**config.mk**
```make
export PLATFORM = sky130hd
export DESIGN_NAME = hwag_spi_slave_phy_flat
export DESIGN_NICKNAME = d
export VERILOG_FILES = /design/src/rtl/hwag_spi_slave_phy_if.sv /design/src/rtl/hwag_spi_slave_phy.sv /design/src/flat_wrapper.sv
export SDC_FILE = /design/constraint.sdc
export NUM_CORES = 1
export LEC_CHECK = 0
export BUFFER_PORTS_ARGS = -buffer_cell sky130_fd_sc_hd__buf_2
export CORE_MARGIN = 4
export CORE_UTILIZATION = 55
export CTS_CLUSTER_DIAMETER = 60
export DETAILED_ROUTE_END_ITERATION = 8
export PLACE_DENSITY = 0.79
export SLEW_MARGIN = 25
export SYNTH_ARGS = -nofsm -noshare
export SYNTH_HDL_FRONTEND = slang
export SYNTH_SLANG_ARGS = --single-unit
```
**constraint.sdc**
```tcl
create_clock -name clk -period 2.51 [get_ports clk]
set_input_delay 0.6275 -clock clk [delete_from_list [all_inputs] [get_ports clk]]
set_output_delay 0.6275 -clock clk [all_outputs]
set_load 0.02 [all_outputs]
```
**src/rtl/hwag_spi_slave_phy_if.sv**
```systemverilog
// hwag_spi_slave_phy_if
//   Pin and byte-level bundle between an SPI master (or bench) and the
//   hwag_spi_slave_phy deserialiser.
//   Raw pins  : spi_sck, spi_mosi, spi_ss_n (master -> slave), spi_miso (slave -> master)
//   Byte side : spi_bus_in (next response byte), spi_ss, spi_bus_out, spi_rx,
//               spi_crc_rx_out (slave -> frame receiver)
interface hwag_spi_slave_phy_if;
  logic       spi_sck;
  logic       spi_mosi;
  logic       spi_ss_n;
  logic [7:0] spi_bus_in;
  logic       spi_ss;
  logic [7:0] spi_bus_out;
  logic       spi_rx;
  logic [7:0] spi_crc_rx_out;
  logic       spi_miso;

  modport slave (
    input  spi_sck, spi_mosi, spi_ss_n, spi_bus_in,
    output spi_ss, spi_bus_out, spi_rx, spi_crc_rx_out, spi_miso
  );

  modport master (
    output spi_sck, spi_mosi, spi_ss_n, spi_bus_in,
    input  spi_ss, spi_bus_out, spi_rx, spi_crc_rx_out, spi_miso
  );
endinterface

```
**src/rtl/hwag_spi_slave_phy.sv**
```systemverilog
// hwag_spi_slave_phy
//   SPI mode-0 slave physical layer. Synchronises SCK/MOSI/SS into clk,
//   deserialises MOSI into bytes with a one-cycle spi_rx strobe, keeps a
//   running MSB-first CRC-8 over the frame and shifts response bytes out
//   on MISO.
//   Ports:
//     clk, rst : system clock, asynchronous active-high reset
//     spi      : hwag_spi_slave_phy_if.slave
//                in  spi_sck, spi_mosi, spi_ss_n, spi_bus_in[7:0]
//                out spi_ss (1 = idle), spi_bus_out[7:0], spi_rx,
//                    spi_crc_rx_out[7:0], spi_miso
module hwag_spi_slave_phy #(
  parameter int unsigned SYNC_STAGES = 2,
  parameter logic [7:0]  CRC_POLY    = 8'h07,
  parameter logic [7:0]  CRC_INIT    = 8'h00
) (
  input  logic               clk,
  input  logic               rst,
  hwag_spi_slave_phy_if.slave spi
);

  localparam int unsigned SS = SYNC_STAGES;

  logic [SS-1:0] sck_sync_q,  sck_sync_d;
  logic [SS-1:0] mosi_sync_q, mosi_sync_d;
  logic [SS-1:0] ss_sync_q,   ss_sync_d;
  logic [SS-1:0] ss_vld_q,    ss_vld_d;
  logic          sck_prev_q,  sck_prev_d;
  logic          ss_prev_q,   ss_prev_d;
  logic          frame_ok_q,  frame_ok_d;
  logic [2:0]    cnt_q,       cnt_d;
  logic [6:0]    shift_q,     shift_d;
  logic [7:0]    bus_q,       bus_d;
  logic          rx_q,        rx_d;
  logic [7:0]    crc_q,       crc_d;
  logic [7:0]    tx_q,        tx_d;
  logic          armed_q,     armed_d;

  logic sck_s, mosi_s, ss_raw, ss_eff;
  logic sck_rise, sck_fall, ss_fall;

  // MSB-first, non-reflected CRC-8 over one byte.
  function automatic logic [7:0] crc8_update(input logic [7:0] crc_in,
                                             input logic [7:0] data);
    logic [7:0] c;
    logic       fb;
    c = crc_in;
    for (int i = 7; i >= 0; i--) begin
      fb = c[7] ^ data[i];
      c  = {c[6:0], 1'b0} ^ (fb ? CRC_POLY : 8'h00);
    end
    return c;
  endfunction

  assign sck_s  = sck_sync_q[SS-1];
  assign mosi_s = mosi_sync_q[SS-1];
  assign ss_raw = ss_sync_q[SS-1];
  // After reset the select stays idle until the pin has really been seen
  // deselected, so a frame interrupted by reset is never resumed mid-byte.
  assign ss_eff   = ss_raw | ~frame_ok_q;
  assign sck_rise = sck_s & ~sck_prev_q;
  assign sck_fall = ~sck_s & sck_prev_q;
  assign ss_fall  = ss_prev_q & ~ss_eff;

  always_comb begin
    sck_sync_d  = {sck_sync_q[SS-2:0],  spi.spi_sck};
    mosi_sync_d = {mosi_sync_q[SS-2:0], spi.spi_mosi};
    ss_sync_d   = {ss_sync_q[SS-2:0],   spi.spi_ss_n};
    ss_vld_d    = {ss_vld_q[SS-2:0],    1'b1};
    sck_prev_d  = sck_s;
    ss_prev_d   = ss_eff;
    frame_ok_d  = frame_ok_q | (ss_vld_q[SS-1] & ss_raw);

    cnt_d   = cnt_q;
    shift_d = shift_q;
    bus_d   = bus_q;
    rx_d    = 1'b0;
    crc_d   = crc_q;
    tx_d    = tx_q;
    armed_d = armed_q;

    if (ss_eff) begin
      cnt_d   = 3'd0;
      shift_d = 7'd0;
      crc_d   = CRC_INIT;
      tx_d    = 8'h00;
      armed_d = 1'b0;
    end else begin
      if (sck_rise) begin
        shift_d = {shift_q[5:0], mosi_s};
        cnt_d   = cnt_q + 3'd1;
        armed_d = 1'b0;
        if (cnt_q == 3'd7) begin
          bus_d = {shift_q, mosi_s};
          rx_d  = 1'b1;
        end
      end
      if (rx_q) begin
        crc_d = crc8_update(crc_q, bus_q);
      end
      if (ss_fall || rx_q) begin
        tx_d    = spi.spi_bus_in;
        armed_d = 1'b1;
      end else if (sck_fall) begin
        // The trailing fall of the previous byte arrives after the reload;
        // it must not consume the MSB of the freshly loaded byte.
        if (armed_q && (cnt_q == 3'd0)) begin
          armed_d = 1'b0;
        end else begin
          tx_d = {tx_q[6:0], 1'b0};
        end
      end
    end
  end

  always_ff @(posedge clk or posedge rst) begin
    if (rst) begin
      sck_sync_q  <= '0;
      mosi_sync_q <= '0;
      ss_sync_q   <= '1;
      ss_vld_q    <= '0;
      sck_prev_q  <= 1'b0;
      ss_prev_q   <= 1'b1;
      frame_ok_q  <= 1'b0;
      cnt_q       <= 3'd0;
      shift_q     <= 7'd0;
      bus_q       <= 8'h00;
      rx_q        <= 1'b0;
      crc_q       <= CRC_INIT;
      tx_q        <= 8'h00;
      armed_q     <= 1'b0;
    end else begin
      sck_sync_q  <= sck_sync_d;
      mosi_sync_q <= mosi_sync_d;
      ss_sync_q   <= ss_sync_d;
      ss_vld_q    <= ss_vld_d;
      sck_prev_q  <= sck_prev_d;
      ss_prev_q   <= ss_prev_d;
      frame_ok_q  <= frame_ok_d;
      cnt_q       <= cnt_d;
      shift_q     <= shift_d;
      bus_q       <= bus_d;
      rx_q        <= rx_d;
      crc_q       <= crc_d;
      tx_q        <= tx_d;
      armed_q     <= armed_d;
    end
  end

  assign spi.spi_ss         = ss_eff;
  assign spi.spi_bus_out    = bus_q;
  assign spi.spi_rx         = rx_q;
  assign spi.spi_crc_rx_out = crc_q;
  assign spi.spi_miso       = ss_eff ? 1'b0 : tx_q[7];

endmodule

```
**src/flat_wrapper.sv**
```systemverilog
// flat-port wrapper written by rule: the top's interface ports become plain ports
module hwag_spi_slave_phy_flat 
#(
  parameter int unsigned SYNC_STAGES = 2,
  parameter logic [7:0]  CRC_POLY    = 8'h07,
  parameter logic [7:0]  CRC_INIT    = 8'h00
)
  (clk, rst, spi_spi_sck, spi_spi_mosi, spi_spi_ss_n, spi_spi_bus_in, spi_spi_ss, spi_spi_bus_out, spi_spi_rx, spi_spi_crc_rx_out, spi_spi_miso);
  hwag_spi_slave_phy_if spi_i ();
  input  logic clk;
  input  logic rst;
  input wire logic [$bits(spi_i.spi_sck)-1:0] spi_spi_sck;
  input wire logic [$bits(spi_i.spi_mosi)-1:0] spi_spi_mosi;
  input wire logic [$bits(spi_i.spi_ss_n)-1:0] spi_spi_ss_n;
  input wire logic [$bits(spi_i.spi_bus_in)-1:0] spi_spi_bus_in;
  output wire logic [$bits(spi_i.spi_ss)-1:0] spi_spi_ss;
  output wire logic [$bits(spi_i.spi_bus_out)-1:0] spi_spi_bus_out;
  output wire logic [$bits(spi_i.spi_rx)-1:0] spi_spi_rx;
  output wire logic [$bits(spi_i.spi_crc_rx_out)-1:0] spi_spi_crc_rx_out;
  output wire logic [$bits(spi_i.spi_miso)-1:0] spi_spi_miso;
  assign spi_i.spi_sck = spi_spi_sck;
  assign spi_i.spi_mosi = spi_spi_mosi;
  assign spi_i.spi_ss_n = spi_spi_ss_n;
  assign spi_i.spi_bus_in = spi_spi_bus_in;
  assign spi_spi_ss = spi_i.spi_ss;
  assign spi_spi_bus_out = spi_i.spi_bus_out;
  assign spi_spi_rx = spi_i.spi_rx;
  assign spi_spi_crc_rx_out = spi_i.spi_crc_rx_out;
  assign spi_spi_miso = spi_i.spi_miso;
  hwag_spi_slave_phy #(.SYNC_STAGES(SYNC_STAGES), .CRC_POLY(CRC_POLY), .CRC_INIT(CRC_INIT)) u_core (.clk(clk), .rst(rst), .spi(spi_i));
endmodule
```
After elaboration in Yosys (flattened, before gate mapping). Cells that the tools add are included.

Bits in registers: 47. Logic and storage cells: 78. Output and inout bits: 19.

Bitwise logic cells: 26. Muxes and demuxes: 27. Add/sub/neg operators: 1. Eq/ne operators: 2. Reductions and logical operators: 8.

Operator list (number): XOR 8 bit (8); two-way mux 8 bit (6); two-way mux 3 bit (10); two-way mux 7 bit (2); two-way mux 1 bit (9); XOR 1 bit (8); bitwise AND 1 bit (4); NOT 1 bit (4); nonzero test 2 bit (2); adder 3 x 1 -> 3 bit, second input constant (1); == test 3 bit, second input constant (1); logical NOT 3 bit (1); inequality test 3 x 1 -> 1 bit, second input constant (1); AND reduction 3 bit (1); nonzero test 3 bit (1); bitwise OR 1 bit (2); AND reduction 2 bit (1); logical AND 1 bit (1); logical OR 1 bit (1).

Logic depth before layout (Yosys ltp).
Depth after elaboration: 26. Gate-level depth with buffers: 7. Mapped depth without buffers: 6.

Worst setup path after synthesis. No wires, ideal clock.

Path kind: register to output. Start: reg u_core.ss_sync_q[1]. End: out spi_spi_ss. Arrival: 1327 ps. Data required time: 1882 ps. Buffers on the path: 2. Stages on the path, launching flop included: 5. Slack: 556 ps. Cell sequence: dfstp_2 > nor2b_1 > inv_1 > clkbuf_1 > buf_1.

Longest elaborated chain between the ends: 1.

Ends and longest elaborated chain: from (decl) (line hwag_spi_slave_phy.sv:26) `logic [SS-1:0] ss_sync_q, ss_sync_d;`; from (signal assigned) (line hwag_spi_slave_phy.sv:135) `ss_sync_q <= ss_sync_d;`; bitwise OR 1 bit (line hwag_spi_slave_phy.sv:60) `assign ss_eff = ss_raw | ~frame_ok_q;`; to (decl) (line flat_wrapper.sv:16) `output wire logic [$bits(spi_i.spi_ss)-1:0] spi_spi_ss;`.

Every way passes these cells.

Worst setup path in the final report.
Start: reg u_core.ss_sync_q[1]. End: out spi_spi_miso.

Longest elaborated chain between the ends: 2.

Ends and longest elaborated chain: bitwise OR 1 bit (line hwag_spi_slave_phy.sv:60); two-way mux 1 bit (line hwag_spi_slave_phy.sv:154) `assign spi.spi_miso = ss_eff ? 1'b0 : tx_q[7];`; to (decl) (line flat_wrapper.sv:20) `output wire logic [$bits(spi_i.spi_miso)-1:0] spi_spi_miso;`.

Every way passes these cells.

==> results.cfg <==
[run_status]
outcome = complete, no violations

[logic_synthesis]
ys_dominant_reg_cell = sky130_fd_sc_hd__dfrtp_1
synth.largest_area_cell = sky130_fd_sc_hd__dfrtp_1
seq_area_frac_synth_pct = 56.1
synth_simple_gate_area_share_pct = 8.80
yosys.area_share.xor_xnor_pct = 12.9
synth_area_um2 = 2100
synth_largest_type_area_fraction_pct = 52.3
ys_seq_elements = 47
number_of_enable_type_register_cells_in_the_synthesized_netlist = 0
async_reset_ff_share_pct = 100
yosys_warnings = 0
avgSynthCellArea_um2 = 11.7
combinational_family_with_the_most_area_after_synthesis = XOR/XNOR gates
yosys.area_share.adder_pct = 1.78
synth.lib_cells_used.distinct = 30
synth-compound-area-share_pct = 10.2
synth.mux.area_fraction_pct = 7.61
synthTopCellsByArea = sky130_fd_sc_hd__dfrtp_1 52%, sky130_fd_sc_hd__xnor2_1 5.4%, sky130_fd_sc_hd__a21oi_1 5.2%
synthesized_net_count = 196
synthCells = 180

[floorplanning]
initial_core_util_pct = 57.1
die_x_um = 69.9
total_die_area_um2 = 4880
placement_rows = 22
floorplan.die.height_um = 69.9
fp.coreArea_um2 = 3690
io_pins = 32

[critical_path]
endpoint_type_of_the_worst_setup_path = primary output
crit_fanout = 5
startpoint_type_of_the_worst_setup_path = register
critical_path_required_ns = 1.88
cp_data_arrival_time_ns = 1.30
setup.worst_path.class = register to primary output

[drt]
detail_route.wirelength_um = 3830
drt.antenna.violating_nets = 0
drcViolationCount = 0
route.detailed.vias_per_inst = 5.41
routed-via-count = 1427
first_pass_iters = 5
number_of_violations_reported_at_the_end_of_detailed_routing_iteration_0 = 60
wl_per_cell_um = 14.5

[sta]
setup_viol_count_final = 0
max_slew.worst_pin.slew_ns = 0.825
fin_ws_ns = 0.580
crit_path_time_final_ns = 1.93
timing.max_slew.rel_slack_pct = 44.8
finalMaxSlewViolations = 0
timing.final.crit_share_pct = 76.9
fin_tns_setup_ns = 0
count_of_endpoints_failing_hold_in_the_final_timing_report = 0
fmax_mhz = 518
grt_setup_unrepaired = false
skew_ns = 0.00530

[placed_design]
hpwlAfterDp_um = 2860
io_buffer_count = 31
place_area_um2 = 2330
dpl_worst_slack_ns = 0.819
gp_routability_congestion = 0.775

[grt]
global_route.usage.total_pct = 17.4
first_pass_grt_wire_length_um = 6790
grt_remaining_overflow = 0
grt_pass1_vias = 1505
grt_max_degree = 21
antenna_violations_before_repair = 0

[clock_network]
worst_skew_pair.late_latency_ns = 0.29
cts.repair_timing.setup_buffer_count = 0
cts-resized-gates = 0
worst_setup_hold_path_clk_slew_ns = 0.08
cts-hold-fix-buffers = 0
cts.sink_count = 47
clock_tree_from_tritoncts = done
h-tree-depth = 2
numCtsBuffers = 5
clk_path_buf_depth = 2
ctsRootBufferMaster = sky130_fd_sc_hd__clkbuf_8

[pwr]
worst_ir_drop_vdd_mv = 0.547
totalPowerFinal_mw = 1.36
power.static_leakage_nw = 1.23
power.density_nw_per_um2 = 560

[finish]
layout.cell_area.non_filler_um2 = 2430
utilization_pct = 65.8
nFillCells = 305
layout.cells.most_common = sky130_fd_sc_hd__dfrtp_1
mostFrequentLayoutCells = 44 x sky130_fd_sc_hd__dfrtp_1, 31 x sky130_fd_sc_hd__buf_2, 22 x sky130_fd_sc_hd__a21oi_1
diodes = 0
flow.area_growth_from_synthesis_pct = 15.3
final_nets = 231
drive_gt1_share_pct = 26.4

[min_path]
min-delay-path-class = primary input to asynchronous set/reset pin

[job]
number_of_max_capacitance_violations_reported = 0
## metal layers
metal | vias up | GRT usage [%] | routed length (um)
li1 | 681 | - | -
met1 | 709 | 21.9 | 1660
met2 | 33 | 29.2 | 2000
met3 | 4 | 5.04 | 149
met4 | 0 | 5.11 | 20
met5 | - | 0 | 0
## cell type report
cell class / count / area, um^2 / share of cell area (%)
sequential: 47 / 1180 / 48.6
multi-input combinational: 119 / 872 / 35.9
timing repair buffer: 36 / 193 / 7.94
clock buffer: 8 / 100 / 4.12
tap: 48 / 60.1 / 2.47
inverter: 6 / 22.5 / 0.928
## cell families (layout without fill, tap and decap cells)
family	count (synthesis)	in the layout
multiplexers	15	15
other	1	1
XOR/XNOR	22	22
adder cells (fa/ha/maj)	3	3
flip-flops	47	47
buffers and inverters	14	50
AND/OR/NAND/NOR	39	39
AO/OA/AOI/OAI	39	39
## registers in the layout (all words and copies together) (netlist names), 3 cells and up
signal                     count
u_core.spi.spi_bus_out         8
u_core.spi.spi_crc_rx_out      8
u_core.tx_q                    8
u_core.shift_q                 7
u_core.cnt_q                   3
## synthesized netlist by cell type, types with 3 or more instances
cell type                  number
sky130_fd_sc_hd__inv_1          6
sky130_fd_sc_hd__a211oi_1       3
sky130_fd_sc_hd__nor2_1         6
sky130_fd_sc_hd__or3_1          3
sky130_fd_sc_hd__a21oi_1       22
sky130_fd_sc_hd__dfstp_2        3
sky130_fd_sc_hd__o21ai_0       11
sky130_fd_sc_hd__ha_1           3
sky130_fd_sc_hd__xnor3_1        3
sky130_fd_sc_hd__nand2_1       19
sky130_fd_sc_hd__clkbuf_1       6
sky130_fd_sc_hd__dfrtp_1       44
sky130_fd_sc_hd__nand3_1        3
sky130_fd_sc_hd__xor2_1         3
sky130_fd_sc_hd__xnor2_1       13
sky130_fd_sc_hd__mux2_2         8
sky130_fd_sc_hd__mux2i_1        7
## where the power goes
part           internal, mW  switching [mW]  total [mW]
logic                0.0328          0.0533      0.0861
clock network         0.251           0.229       0.481
registers             0.780          0.0126       0.793
total                  1.06           0.295        1.36
## worst paths after layout
path                       slack (ns)  cells after the start            startpoint              endpoint
min                              0.24                      2                   rst    u_core.ss_vld_q[0]
max reg2reg                      0.81                      3     u_core.spi.spi_rx        u_core.tx_q[7]
min in group clk                 0.36                      0  u_core.sck_sync_q[0]  u_core.sck_sync_q[1]
max in group asynchronous        1.69                      3                   rst   u_core.ss_sync_q[1]
max                              0.58                      3   u_core.ss_sync_q[1]          spi_spi_miso
min reg2reg                      0.36                      0  u_core.sck_sync_q[0]  u_core.sck_sync_q[1]
## metrics by stage
| stage | hold slack (ns) | instances |
|---|---|---|
| after floorplan | 0.331 | 180 |
| after global placement | 0.335 | 256 |
| after detailed placement | 0.335 | 256 |
| after CTS | 0.241 | 264 |
| after global routing | 0.249 | 264 |
| final | 0.241 | 264 |
## worst max-delay path, cell delays in order (launching register included)
cell and delay (ns):
sky130_fd_sc_hd__dfstp_2 0.37, sky130_fd_sc_hd__nor2b_1 0.32, sky130_fd_sc_hd__and2_1 0.17, sky130_fd_sc_hd__buf_2 0.15
Power figures use the tool's default switching activity.
